===== src/rtl/uart_frame_check_if.sv =====
// Bus between the UART receiver datapath and the frame checker: frame/window
// controls and sampling inputs in, per-frame verdicts and error statistics out.
interface uart_frame_check_if #(
  parameter int DATA_WIDTH     = 8,
  parameter int PRESCALE_WIDTH = 6,
  parameter int CNT_WIDTH      = 8
);
  logic [DATA_WIDTH-1:0]     P_DATA;
  logic [3:0]                data_len;
  logic                      par_en;
  logic [1:0]                par_mode;
  logic                      sampled_bit;
  logic                      frame_start;
  logic                      par_chk_en;
  logic                      stp_chk_en;
  logic [PRESCALE_WIDTH-1:0] edge_cnt;
  logic [PRESCALE_WIDTH-1:0] Prescale;
  logic                      err_clr;
  logic                      par_err;
  logic                      stp_err;
  logic                      frame_done;
  logic                      err_sticky;
  logic [CNT_WIDTH-1:0]      par_err_cnt;
  logic [CNT_WIDTH-1:0]      stp_err_cnt;

  modport master (
    output P_DATA, data_len, par_en, par_mode, sampled_bit, frame_start,
           par_chk_en, stp_chk_en, edge_cnt, Prescale, err_clr,
    input  par_err, stp_err, frame_done, err_sticky, par_err_cnt, stp_err_cnt
  );

  modport slave (
    input  P_DATA, data_len, par_en, par_mode, sampled_bit, frame_start,
           par_chk_en, stp_chk_en, edge_cnt, Prescale, err_clr,
    output par_err, stp_err, frame_done, err_sticky, par_err_cnt, stp_err_cnt
  );
endinterface


===== src/rtl/uart_frame_check.sv =====
// UART frame checker: evaluates parity and stop bit at the oversampling
// sample point, pulses frame_done and keeps saturating error statistics.
module uart_frame_check #(
  parameter int DATA_WIDTH     = 8,
  parameter int PRESCALE_WIDTH = 6,
  parameter int SAMPLE_OFFSET  = 2,
  parameter int CNT_WIDTH      = 8
) (
  input  logic                CLK,
  input  logic                RST,
  uart_frame_check_if.slave   bus
);
  typedef enum logic [1:0] {
    IDLE     = 2'd0,
    WAIT_STP = 2'd1,
    DONE     = 2'd2
  } state_e;

  localparam logic [3:0] DW4 = 4'(DATA_WIDTH);

  state_e                    state_q, state_d;
  logic                      par_err_q, par_err_d;
  logic                      stp_err_q, stp_err_d;
  logic                      frame_done_q, frame_done_d;
  logic                      err_sticky_q, err_sticky_d;
  logic [CNT_WIDTH-1:0]      par_err_cnt_q, par_err_cnt_d;
  logic [CNT_WIDTH-1:0]      stp_err_cnt_q, stp_err_cnt_d;

  logic [3:0]                eff_len_s;
  logic [DATA_WIDTH-1:0]     data_masked_s;
  logic [PRESCALE_WIDTH-1:0] sp_s;
  logic                      strobe_s;
  logic                      exp_par_s;
  logic                      par_hit_s;
  logic                      stp_hit_s;
  logic [CNT_WIDTH-1:0]      par_cnt_base_s;
  logic [CNT_WIDTH-1:0]      stp_cnt_base_s;
  logic                      sticky_base_s;

  function automatic logic calc_parity(input logic [DATA_WIDTH-1:0] d,
                                       input logic [1:0]            mode);
    case (mode)
      2'b00:   return ^d;
      2'b01:   return ~^d;
      2'b10:   return 1'b1;
      2'b11:   return 1'b0;
      default: return 1'b0;
    endcase
  endfunction

  function automatic logic [CNT_WIDTH-1:0] sat_inc(input logic [CNT_WIDTH-1:0] cnt,
                                                   input logic                 inc);
    if (inc && (cnt != {CNT_WIDTH{1'b1}})) begin
      return cnt + CNT_WIDTH'(1);
    end else begin
      return cnt;
    end
  endfunction

  // Data masking, sample-point strobe and expected parity.
  always_comb begin
    if ((bus.data_len < 4'd5) || (bus.data_len > DW4)) begin
      eff_len_s = DW4;
    end else begin
      eff_len_s = bus.data_len;
    end
    data_masked_s = '0;
    for (int i = 0; i < DATA_WIDTH; i++) begin
      data_masked_s[i] = bus.P_DATA[i] & (4'(i) < eff_len_s);
    end
    sp_s      = (bus.Prescale >> 1) + PRESCALE_WIDTH'(SAMPLE_OFFSET);
    strobe_s  = (bus.edge_cnt == sp_s);
    exp_par_s = calc_parity(data_masked_s, bus.par_mode);
    // A stop strobe always takes precedence over a simultaneous parity window.
    stp_hit_s = strobe_s & bus.stp_chk_en;
    par_hit_s = strobe_s & bus.par_chk_en & bus.par_en & ~bus.stp_chk_en;
  end

  // State register.
  always_ff @(posedge CLK) begin
    if (RST) begin
      state_q <= IDLE;
    end else begin
      state_q <= state_d;
    end
  end

  // Next-state logic; frame_start restarts the frame from any state.
  always_comb begin
    state_d = state_q;
    if (bus.frame_start) begin
      state_d = IDLE;
    end else begin
      case (state_q)
        IDLE: begin
          if (stp_hit_s) begin
            state_d = DONE;
          end else if (par_hit_s) begin
            state_d = WAIT_STP;
          end else begin
            state_d = IDLE;
          end
        end
        WAIT_STP: begin
          if (stp_hit_s) begin
            state_d = DONE;
          end else begin
            state_d = WAIT_STP;
          end
        end
        DONE:    state_d = IDLE;
        default: state_d = IDLE;
      endcase
    end
  end

  // Output logic: flag evaluation, done pulse and error statistics.
  always_comb begin
    par_err_d = par_err_q;
    stp_err_d = stp_err_q;
    if (bus.frame_start) begin
      par_err_d = 1'b0;
      stp_err_d = 1'b0;
    end else if ((state_q == IDLE) && stp_hit_s) begin
      stp_err_d = ~bus.sampled_bit;
      par_err_d = bus.par_en;
    end else if ((state_q == IDLE) && par_hit_s) begin
      par_err_d = exp_par_s ^ bus.sampled_bit;
    end else if ((state_q == WAIT_STP) && stp_hit_s) begin
      stp_err_d = ~bus.sampled_bit;
    end else begin
      par_err_d = par_err_q;
      stp_err_d = stp_err_q;
    end

    frame_done_d = (state_d == DONE);

    // A clear coinciding with DONE restarts from zero, then counts this frame.
    par_cnt_base_s = bus.err_clr ? {CNT_WIDTH{1'b0}} : par_err_cnt_q;
    stp_cnt_base_s = bus.err_clr ? {CNT_WIDTH{1'b0}} : stp_err_cnt_q;
    sticky_base_s  = bus.err_clr ? 1'b0 : err_sticky_q;
    if (state_q == DONE) begin
      par_err_cnt_d = sat_inc(par_cnt_base_s, par_err_q);
      stp_err_cnt_d = sat_inc(stp_cnt_base_s, stp_err_q);
      err_sticky_d  = sticky_base_s | par_err_q | stp_err_q;
    end else begin
      par_err_cnt_d = par_cnt_base_s;
      stp_err_cnt_d = stp_cnt_base_s;
      err_sticky_d  = sticky_base_s;
    end
  end

  // Output registers.
  always_ff @(posedge CLK) begin
    if (RST) begin
      par_err_q     <= 1'b0;
      stp_err_q     <= 1'b0;
      frame_done_q  <= 1'b0;
      err_sticky_q  <= 1'b0;
      par_err_cnt_q <= {CNT_WIDTH{1'b0}};
      stp_err_cnt_q <= {CNT_WIDTH{1'b0}};
    end else begin
      par_err_q     <= par_err_d;
      stp_err_q     <= stp_err_d;
      frame_done_q  <= frame_done_d;
      err_sticky_q  <= err_sticky_d;
      par_err_cnt_q <= par_err_cnt_d;
      stp_err_cnt_q <= stp_err_cnt_d;
    end
  end

  assign bus.par_err     = par_err_q;
  assign bus.stp_err     = stp_err_q;
  assign bus.frame_done  = frame_done_q;
  assign bus.err_sticky  = err_sticky_q;
  assign bus.par_err_cnt = par_err_cnt_q;
  assign bus.stp_err_cnt = stp_err_cnt_q;
endmodule


===== src/flat_wrapper.sv =====
// flat-port wrapper written by rule: the top's interface ports become plain ports
module uart_frame_check_flat 
#(
  parameter int DATA_WIDTH     = 8,
  parameter int PRESCALE_WIDTH = 6,
  parameter int SAMPLE_OFFSET  = 2,
  parameter int CNT_WIDTH      = 8
)
  (CLK, RST, bus_P_DATA, bus_data_len, bus_par_en, bus_par_mode, bus_sampled_bit, bus_frame_start, bus_par_chk_en, bus_stp_chk_en, bus_edge_cnt, bus_Prescale, bus_err_clr, bus_par_err, bus_stp_err, bus_frame_done, bus_err_sticky, bus_par_err_cnt, bus_stp_err_cnt);
  uart_frame_check_if #(.DATA_WIDTH(DATA_WIDTH), .PRESCALE_WIDTH(PRESCALE_WIDTH), .CNT_WIDTH(CNT_WIDTH)) bus_i ();
  input  logic CLK;
  input  logic RST;
  input wire logic [$bits(bus_i.P_DATA)-1:0] bus_P_DATA;
  input wire logic [$bits(bus_i.data_len)-1:0] bus_data_len;
  input wire logic [$bits(bus_i.par_en)-1:0] bus_par_en;
  input wire logic [$bits(bus_i.par_mode)-1:0] bus_par_mode;
  input wire logic [$bits(bus_i.sampled_bit)-1:0] bus_sampled_bit;
  input wire logic [$bits(bus_i.frame_start)-1:0] bus_frame_start;
  input wire logic [$bits(bus_i.par_chk_en)-1:0] bus_par_chk_en;
  input wire logic [$bits(bus_i.stp_chk_en)-1:0] bus_stp_chk_en;
  input wire logic [$bits(bus_i.edge_cnt)-1:0] bus_edge_cnt;
  input wire logic [$bits(bus_i.Prescale)-1:0] bus_Prescale;
  input wire logic [$bits(bus_i.err_clr)-1:0] bus_err_clr;
  output wire logic [$bits(bus_i.par_err)-1:0] bus_par_err;
  output wire logic [$bits(bus_i.stp_err)-1:0] bus_stp_err;
  output wire logic [$bits(bus_i.frame_done)-1:0] bus_frame_done;
  output wire logic [$bits(bus_i.err_sticky)-1:0] bus_err_sticky;
  output wire logic [$bits(bus_i.par_err_cnt)-1:0] bus_par_err_cnt;
  output wire logic [$bits(bus_i.stp_err_cnt)-1:0] bus_stp_err_cnt;
  assign bus_i.P_DATA = bus_P_DATA;
  assign bus_i.data_len = bus_data_len;
  assign bus_i.par_en = bus_par_en;
  assign bus_i.par_mode = bus_par_mode;
  assign bus_i.sampled_bit = bus_sampled_bit;
  assign bus_i.frame_start = bus_frame_start;
  assign bus_i.par_chk_en = bus_par_chk_en;
  assign bus_i.stp_chk_en = bus_stp_chk_en;
  assign bus_i.edge_cnt = bus_edge_cnt;
  assign bus_i.Prescale = bus_Prescale;
  assign bus_i.err_clr = bus_err_clr;
  assign bus_par_err = bus_i.par_err;
  assign bus_stp_err = bus_i.stp_err;
  assign bus_frame_done = bus_i.frame_done;
  assign bus_err_sticky = bus_i.err_sticky;
  assign bus_par_err_cnt = bus_i.par_err_cnt;
  assign bus_stp_err_cnt = bus_i.stp_err_cnt;
  uart_frame_check #(.DATA_WIDTH(DATA_WIDTH), .PRESCALE_WIDTH(PRESCALE_WIDTH), .SAMPLE_OFFSET(SAMPLE_OFFSET), .CNT_WIDTH(CNT_WIDTH)) u_core (.CLK(CLK), .RST(RST), .bus(bus_i));
endmodule

===== config.mk =====
export PLATFORM = sky130hd
export DESIGN_NAME = uart_frame_check_flat
export DESIGN_NICKNAME = d
export VERILOG_FILES = /design/src/rtl/uart_frame_check_if.sv /design/src/rtl/uart_frame_check.sv /design/src/flat_wrapper.sv
export SDC_FILE = /design/constraint.sdc
export NUM_CORES = 1
export LEC_CHECK = 0
export ABC_AREA = 1
export CAP_MARGIN = 20
export CORE_AREA = 3 3 64 66
export DETAILED_ROUTE_END_ITERATION = 8
export DIE_AREA = 0 0 67 69
export PLACE_DENSITY = 0.79
export SYNTH_ARGS = -nofsm -noshare
export SYNTH_HDL_FRONTEND = slang
export SYNTH_SLANG_ARGS = --single-unit

===== constraint.sdc =====
create_clock -name CLK -period 2.6 [get_ports CLK]
set_input_delay 0.65 -clock CLK [delete_from_list [all_inputs] [get_ports CLK]]
set_output_delay 0.65 -clock CLK [all_outputs]
set_load 0.02 [all_outputs]

# ---- After elaboration in Yosys (flattened, before gate mapping)
# Cells that the tools add are included.
dict set report word_totals {
  reg_bits 22
  inputBits 34
  output_inout_bits 20
  elab_cells 81
}
dict set report classes {
  n_addsub 3
  order_cmp 10
  n_eq_ne 10
  muxes 20
  bitwise 17
  n_reduce_logical 14
}
# operator count
set ops {}
lappend ops {{$mux W8} 6}
lappend ops {{$add A8 B1 Y8 const B} 2}
lappend ops {{$lt A3 B4 Y1 const A} 4}
lappend ops {{$ne A8 B8 Y1 const B} 2}
lappend ops {{$and A1 B1 Y1} 12}
lappend ops {{$eq A2 B2 Y1 const B} 4}
lappend ops {{$lt A1 B4 Y1 const A} 2}
lappend ops {{$lt A2 B4 Y1 const A} 2}
lappend ops {{$mux W1} 8}
lappend ops {{$reduce_xnor A8 Y1} 1}
lappend ops {{$reduce_xor A8 Y1} 1}
lappend ops {{$add A5 B2 Y6 const B} 1}
lappend ops {{$eq A6 B6 Y1} 1}
lappend ops {{$mux W2} 3}
lappend ops {{$logic_and A1 B1 Y1} 5}
lappend ops {{$eq A2 B1 Y1 const B} 2}
lappend ops {{$gt A4 B4 Y1 const B} 1}
lappend ops {{$logic_not A2 Y1} 2}
lappend ops {{$lt A4 B3 Y1 const B} 1}
lappend ops {{$mux W4} 1}
lappend ops {{$pmux W1 S4} 1}
lappend ops {{$pmux W2 S2} 1}
lappend ops {{$reduce_bool A2 Y1} 2}
lappend ops {{$ne A2 B1 Y1 const B} 1}
lappend ops {{other kinds (6)} 8}

# ---- Logic depth before layout (Yosys ltp)
# Gate-level depths: netlist (run 1).
dict set report depth {
  ltp_word 10
  depth_mapped 15
  mapped_depth_nobuf 15
}

# ---- Worst setup path after synthesis (run 1)
# OpenSTA, ideal clock, no wires.
dict set report synth_path {
  path_kind {input-to-reg}
  start {input bus_err_clr}
  end {register u_core.par_err_cnt_q[5], in the netlist u_core.bus.par_err_cnt[5]}
  arrival_ns 2.048
  required_time_ns 2.471
  slack_ns 0.423
  path_stages 15
  path_buffers 2
  cell_sequence {buf_6 -> inv_4 -> buf_6 -> nand2_1 -> inv_1 -> ha_1 -> nand2_1 -> nor2_1 -> and2_4 -> a31oi_4 -> nand2_4 -> nor2_4 -> nand2_1 -> nor2_1 -> nor3b_2}
}
dict set report synth_via {
  elab_chain_len 5
  word_cells_on_any_way 6
  cone_classes {add/sub: 1; eq/ne: 1; mux: 3; reduce/logical: 1}
}
# item line
set synth_lines {}
lappend synth_lines {{start, declared} flat_wrapper.sv:23} ;# input wire logic [$bits(bus_i.err_clr)-1:0] bus_err_clr;
lappend synth_lines {{$mux W8 (*)} uart_frame_check.sv:139} ;# par_cnt_base_s = bus.err_clr ? {CNT_WIDTH{1'b0}} : par_err_cnt_q;
lappend synth_lines {{branches (longest 3 deep; another with $add A8 B1 Y8)} -}
lappend synth_lines {{$mux W8 (*)} uart_frame_check.sv:142} ;# if (state_q == DONE) begin
lappend synth_lines {{end signal, assigned} uart_frame_check.sv:160} ;# par_err_cnt_q <= {CNT_WIDTH{1'b0}};
lappend synth_lines {{end signal, assigned} uart_frame_check.sv:167} ;# par_err_cnt_q <= par_err_cnt_d;
lappend synth_lines {{end, declared} uart_frame_check.sv:26} ;# logic [CNT_WIDTH-1:0] par_err_cnt_q, par_err_cnt_d;
# Mark *: on every way between the ends.
# A chain may end at the register's enable or synchronous reset.

# ---- Final worst setup path (run 1)
dict set report layout_path {
  start {input bus_err_clr}
  end {register u_core.stp_err_cnt_q[5], in the netlist u_core.bus.stp_err_cnt[5]}
}
dict set report layout_via {
  elab_chain_len 5
  word_cells_on_any_way 6
  cone_classes {add/sub: 1; eq/ne: 1; mux: 3; reduce/logical: 1}
}
# item line
set layout_lines {}
lappend layout_lines {{$mux W8 (*)} uart_frame_check.sv:140} ;# stp_cnt_base_s = bus.err_clr ? {CNT_WIDTH{1'b0}} : stp_err_cnt_q;
lappend layout_lines {{branches (longest 3 deep; another with $add A8 B1 Y8)} -}
lappend layout_lines {{$mux W8 (*)} uart_frame_check.sv:142}
lappend layout_lines {{end signal, assigned} uart_frame_check.sv:161} ;# stp_err_cnt_q <= {CNT_WIDTH{1'b0}};
lappend layout_lines {{end signal, assigned} uart_frame_check.sv:168} ;# stp_err_cnt_q <= stp_err_cnt_d;
lappend layout_lines {{end, declared} uart_frame_check.sv:27} ;# logic [CNT_WIDTH-1:0] stp_err_cnt_q, stp_err_cnt_d;
# Marked as above.

==> results of run 1 <==
stage by stage:
step	TNS, ns	hold slack [ns]	instance area [um^2]	power (mW)
after CTS	0	0.4709	2316	0.6981
after global routing	0	0.4949	2318	0.7257
after floorplan	0	0.4944	1645	0.4233
after global placement	-0.03494	0.4570	2275	0.4883
after detailed placement	-0.4226	0.4595	2275	0.4918
final	0	0.4680	2318	0.6914
timing repair:
item,4_1_cts,5_1_grt
buffers inserted,0,0
endpoints found under the hold margin,0,0
endpoints found under the setup margin,0,3
resized for setup,0,1
hold buffers,0,0
layout by cell type, fill, tap and decap left out:
master	Yosys	layout
sky130_fd_sc_hd__nor3b_2	1	1
sky130_fd_sc_hd__a221oi_1	1	1
sky130_fd_sc_hd__nand3_1	19	19
sky130_fd_sc_hd__xnor2_1	6	6
sky130_fd_sc_hd__o21ai_0	13	13
sky130_fd_sc_hd__nor3_1	3	3
sky130_fd_sc_hd__o21ai_1	2	2
sky130_fd_sc_hd__nand3b_1	1	1
sky130_fd_sc_hd__clkdlybuf4s50_1	0	52
sky130_fd_sc_hd__nand2_1	76	76
sky130_fd_sc_hd__a31oi_4	1	1
sky130_fd_sc_hd__inv_1	49	49
sky130_fd_sc_hd__nand2_4	2	2
sky130_fd_sc_hd__a21oi_1	16	16
sky130_fd_sc_hd__clkbuf_8	0	3
sky130_fd_sc_hd__nor2_1	28	27
sky130_fd_sc_hd__nor2_4	2	2
sky130_fd_sc_hd__nand2_2	2	2
sky130_fd_sc_hd__nor4_1	1	1
sky130_fd_sc_hd__nor2_2	2	3
sky130_fd_sc_hd__inv_4	1	1
sky130_fd_sc_hd__o211ai_1	1	1
sky130_fd_sc_hd__xor2_1	7	7
sky130_fd_sc_hd__and2_4	1	1
sky130_fd_sc_hd__buf_4	0	10
sky130_fd_sc_hd__ha_1	3	3
sky130_fd_sc_hd__dfxtp_1	22	22
sky130_fd_sc_hd__nand4_1	5	5
sky130_fd_sc_hd__inv_2	2	2
worst reg2reg max path: stages, from the launching register on:
cell and delay [ns]:
sky130_fd_sc_hd__dfxtp_1 0.33, sky130_fd_sc_hd__nand2_1 0.09, sky130_fd_sc_hd__inv_1 0.05, sky130_fd_sc_hd__ha_1 0.20, sky130_fd_sc_hd__nand2_1 0.07, sky130_fd_sc_hd__nor2_1 0.05
sky130_fd_sc_hd__and2_4 0.16, sky130_fd_sc_hd__a31oi_4 0.17, sky130_fd_sc_hd__nand2_4 0.11, sky130_fd_sc_hd__nor2_4 0.10, sky130_fd_sc_hd__inv_1 0.06, sky130_fd_sc_hd__o21ai_1 0.14
sky130_fd_sc_hd__a21oi_1 0.06
metal layers:
layer  global-route usage  vias up  part of all wire
met2               0.2926       29              0.52
met4              0.02027        0            0.0038
met1               0.2265      797              0.45
met5                    0        -                 0
li1                     -      973                 -
met3              0.03746        2             0.032
worst min-delay path by stage:
stage | from | endpoint | slack, ns
2_1_floorplan | u_core.state_q[0]$_SDFF_PP0_ | u_core.state_q[0]$_SDFF_PP0_ | 0.49
3_3_place_gp | u_core.bus.err_sticky$_SDFF_PP0_ | u_core.bus.err_sticky$_SDFF_PP0_ | 0.46
3_5_place_dp | u_core.bus.err_sticky$_SDFF_PP0_ | u_core.bus.err_sticky$_SDFF_PP0_ | 0.46
4_1_cts | u_core.bus.err_sticky$_SDFF_PP0_ | u_core.bus.err_sticky$_SDFF_PP0_ | 0.47
5_1_grt | u_core.bus.err_sticky$_SDFF_PP0_ | u_core.bus.err_sticky$_SDFF_PP0_ | 0.49
6_report | u_core.bus.err_sticky$_SDFF_PP0_ | u_core.bus.err_sticky$_SDFF_PP0_ | 0.47
kinds of logic after synthesis:
logic type      after synthesis  share of synthesized area
fa+ha+maj                     3                    0.02282
buf+inv                      55                     0.1361
simple gates                143                     0.3871
xor+xnor                     13                    0.06920
flops                        22                     0.2677
compound gates               34                     0.1171
flip-flops by register name, indices dropped and copies added, names as in the netlist:
name                    cells
u_core.state_q              2
u_core.bus.stp_err          1
u_core.bus.stp_err_cnt      8
u_core.bus.frame_done       1
u_core.bus.par_err          1
u_core.bus.par_err_cnt      8
u_core.bus.err_sticky       1
area by class of cell:
type	count	area share
clock buffer	3	0.01781
inverter	52	0.08527
multi-input combinational	193	0.4242
sequential	22	0.1900
tap	48	0.02590
timing repair buffer	62	0.2569
power groups by stage:
stage          Combinational (mW)  Clock, mW  Sequential (mW)
2_1_floorplan              0.0779          0            0.345
3_3_place_gp                0.143          0            0.345
3_5_place_dp                0.147          0            0.345
4_1_cts                     0.147      0.214            0.337
5_1_grt                     0.166      0.222            0.337
6_report                    0.146      0.208            0.337
==> metrics.csv, run 1 <==
metric;value;unit
regToRegSetupSlack;0.92;ns
cts_tree;built;
syn_nets;307;
setup.worst_path.class;in -> reg;
worst_ep_required_time;2.79;ns
synth.top_cell.area_share;0.2677;
synth_largest_area_cell;sky130_fd_sc_hd__dfxtp_1;
route.vias.total;1801;
synthDistinctLibCells;28;
number_of_placed_cells_counting_well_taps;377;
layout-drive-gt1-share;0.08434;
tightestPinTransition;0.3901;ns
wl;3671;um
area.growth.synth_to_final;40.91;%
worstPathMaxFanout;5;
clock_tree.root_cell;sky130_fd_sc_hd__clkbuf_8;
async_flop_share;0;
syn_inst;270;
total_clock_buffers_created_by_cts;3;
crit_reg_reg_endpoint;u_core.bus.par_err_cnt[3]$_SDFF_PP0_;
slowest_delay;0.51;ns
min_path_cells;2;
outcome;complete, no violations;
crit_chain;clkdlybuf4s50_1 -> buf_4 -> nor2_1 -> ha_1 -> nand3_1 -> nor2_2 -> nand3_1 -> nand2_2 -> inv_1 -> o21ai_0 -> nand2_1 -> a21oi_1;
sw_frac_of_total;0.2503;
synthMostInstantiatedCell;sky130_fd_sc_hd__nand2_1;
synth_enable_flop_cells;0;
grt_pass1_wl;6513;um
clk_transition_reported_paths;0.07;ns
final-setup-viol-count;0;
num_io_pins;54;
yosysWarnings;0;
seqCellArea;440.4;um^2
start_kind;input port;
timing_hold_violations_final;0;
dp_worst_setup_slack;-0.06857;ns
die_height;69;um
cts_max_level;1;
fp.coreArea;3633;um^2
power.share.sequential;0.488;
viasPerCell;4.739;
floorplan_row_count;22;
critical_path.startpoint;bus_err_clr;
power_report.internal_total;0.5184;mW
antennaDiodeCount;0;
total_standard_cell_area_after_synthesis;1645;um^2
fill_cells;360;
total_leakage_power;1.043;nW
post-route-drc-count;0;
netlist_top_cells_count;76 x sky130_fd_sc_hd__nand2_1, 49 x sky130_fd_sc_hd__inv_1, 28 x sky130_fd_sc_hd__nor2_1;
worst-path-stages;12;
place.port_buffers;52;
worst_path_most_repeated_cell;sky130_fd_sc_hd__nand3_1;
synthFlopType;sky130_fd_sc_hd__dfxtp_1;
critPathCaptureType;register;
clock_power_share;0.301;
place.detailed.hpwl;3121;um
crit_end;u_core.bus.stp_err_cnt[5]$_SDFF_PP0_;
fin_cells;380;
combinationalPowerShare;0.211;
drv.max_cap_violation_count;0;
rsz_0062_raised_after_global_routing;no;
slew-limit-headroom;0.7391;
worst_ir_drop_vdd;0.0002256;V
clk_path_buf_depth;2;
worst-endpoint-arrival;2.57;ns
min-delay-path-class;reg -> reg;
crit_buf_inv;3;
r2r-start;u_core.bus.par_err_cnt[1]$_SDFF_PP0_;
global_route.usage.total;0.1723;
reg2reg_path_depth;12;
worst_path_dominant_cell_family;buffers and inverters;
timing.final.max_slew_violations;0;
route.detailed.wl_per_inst;9.661;um
antenna_found_initial;0;
place_congestion;0.8646;
design.final.nets;371;
die_boundary_width;67;um
maximum_number_of_pins_on_one_net_before_global_route_repair;12;
skew;0.004943;ns
antenna_violating_nets_post_route;0;
setup_slack;0.2162;ns
finalCriticalPeriod;2.384;ns
drt_first_iter_violations;85;
globalRouteOverflowTotal;0;
multi_input_comb_area;983.4;um^2
finish.utilization;0.6381;
synth_seq_cells;22;
power.density_cell_area;298.2;nW/um^2
switching_power;0.1731;mW
postSynthAreaPerCell;6.094;um^2
first_global_vias;1595;
clock-sinks;22;
ys_seq_area_frac;0.2677;
worst_path_max_delay_cell;sky130_fd_sc_hd__clkdlybuf4s50_1;
fmax;0.4195;GHz
source_to_sink_clock_delay_at_the_later_pin_of_the_worst_skew_pair;0.26;ns
drtPass1Iterations;4;
yosys-top-cells-area;sky130_fd_sc_hd__dfxtp_1 27%, sky130_fd_sc_hd__nand2_1 17%, sky130_fd_sc_hd__inv_1 11%;
die-area;4623;um^2
layout_worst_path_cycle_share;0.9169;
start_util;0.4528;
No activity file was read; power rests on OpenSTA's default activity.
==> inputs of run 2 (changes only) <==
SLEW_MARGIN = 5   (was default)
==> results of run 2 <==
The final DEF is identical to that of run 1; final timing and power are the same.
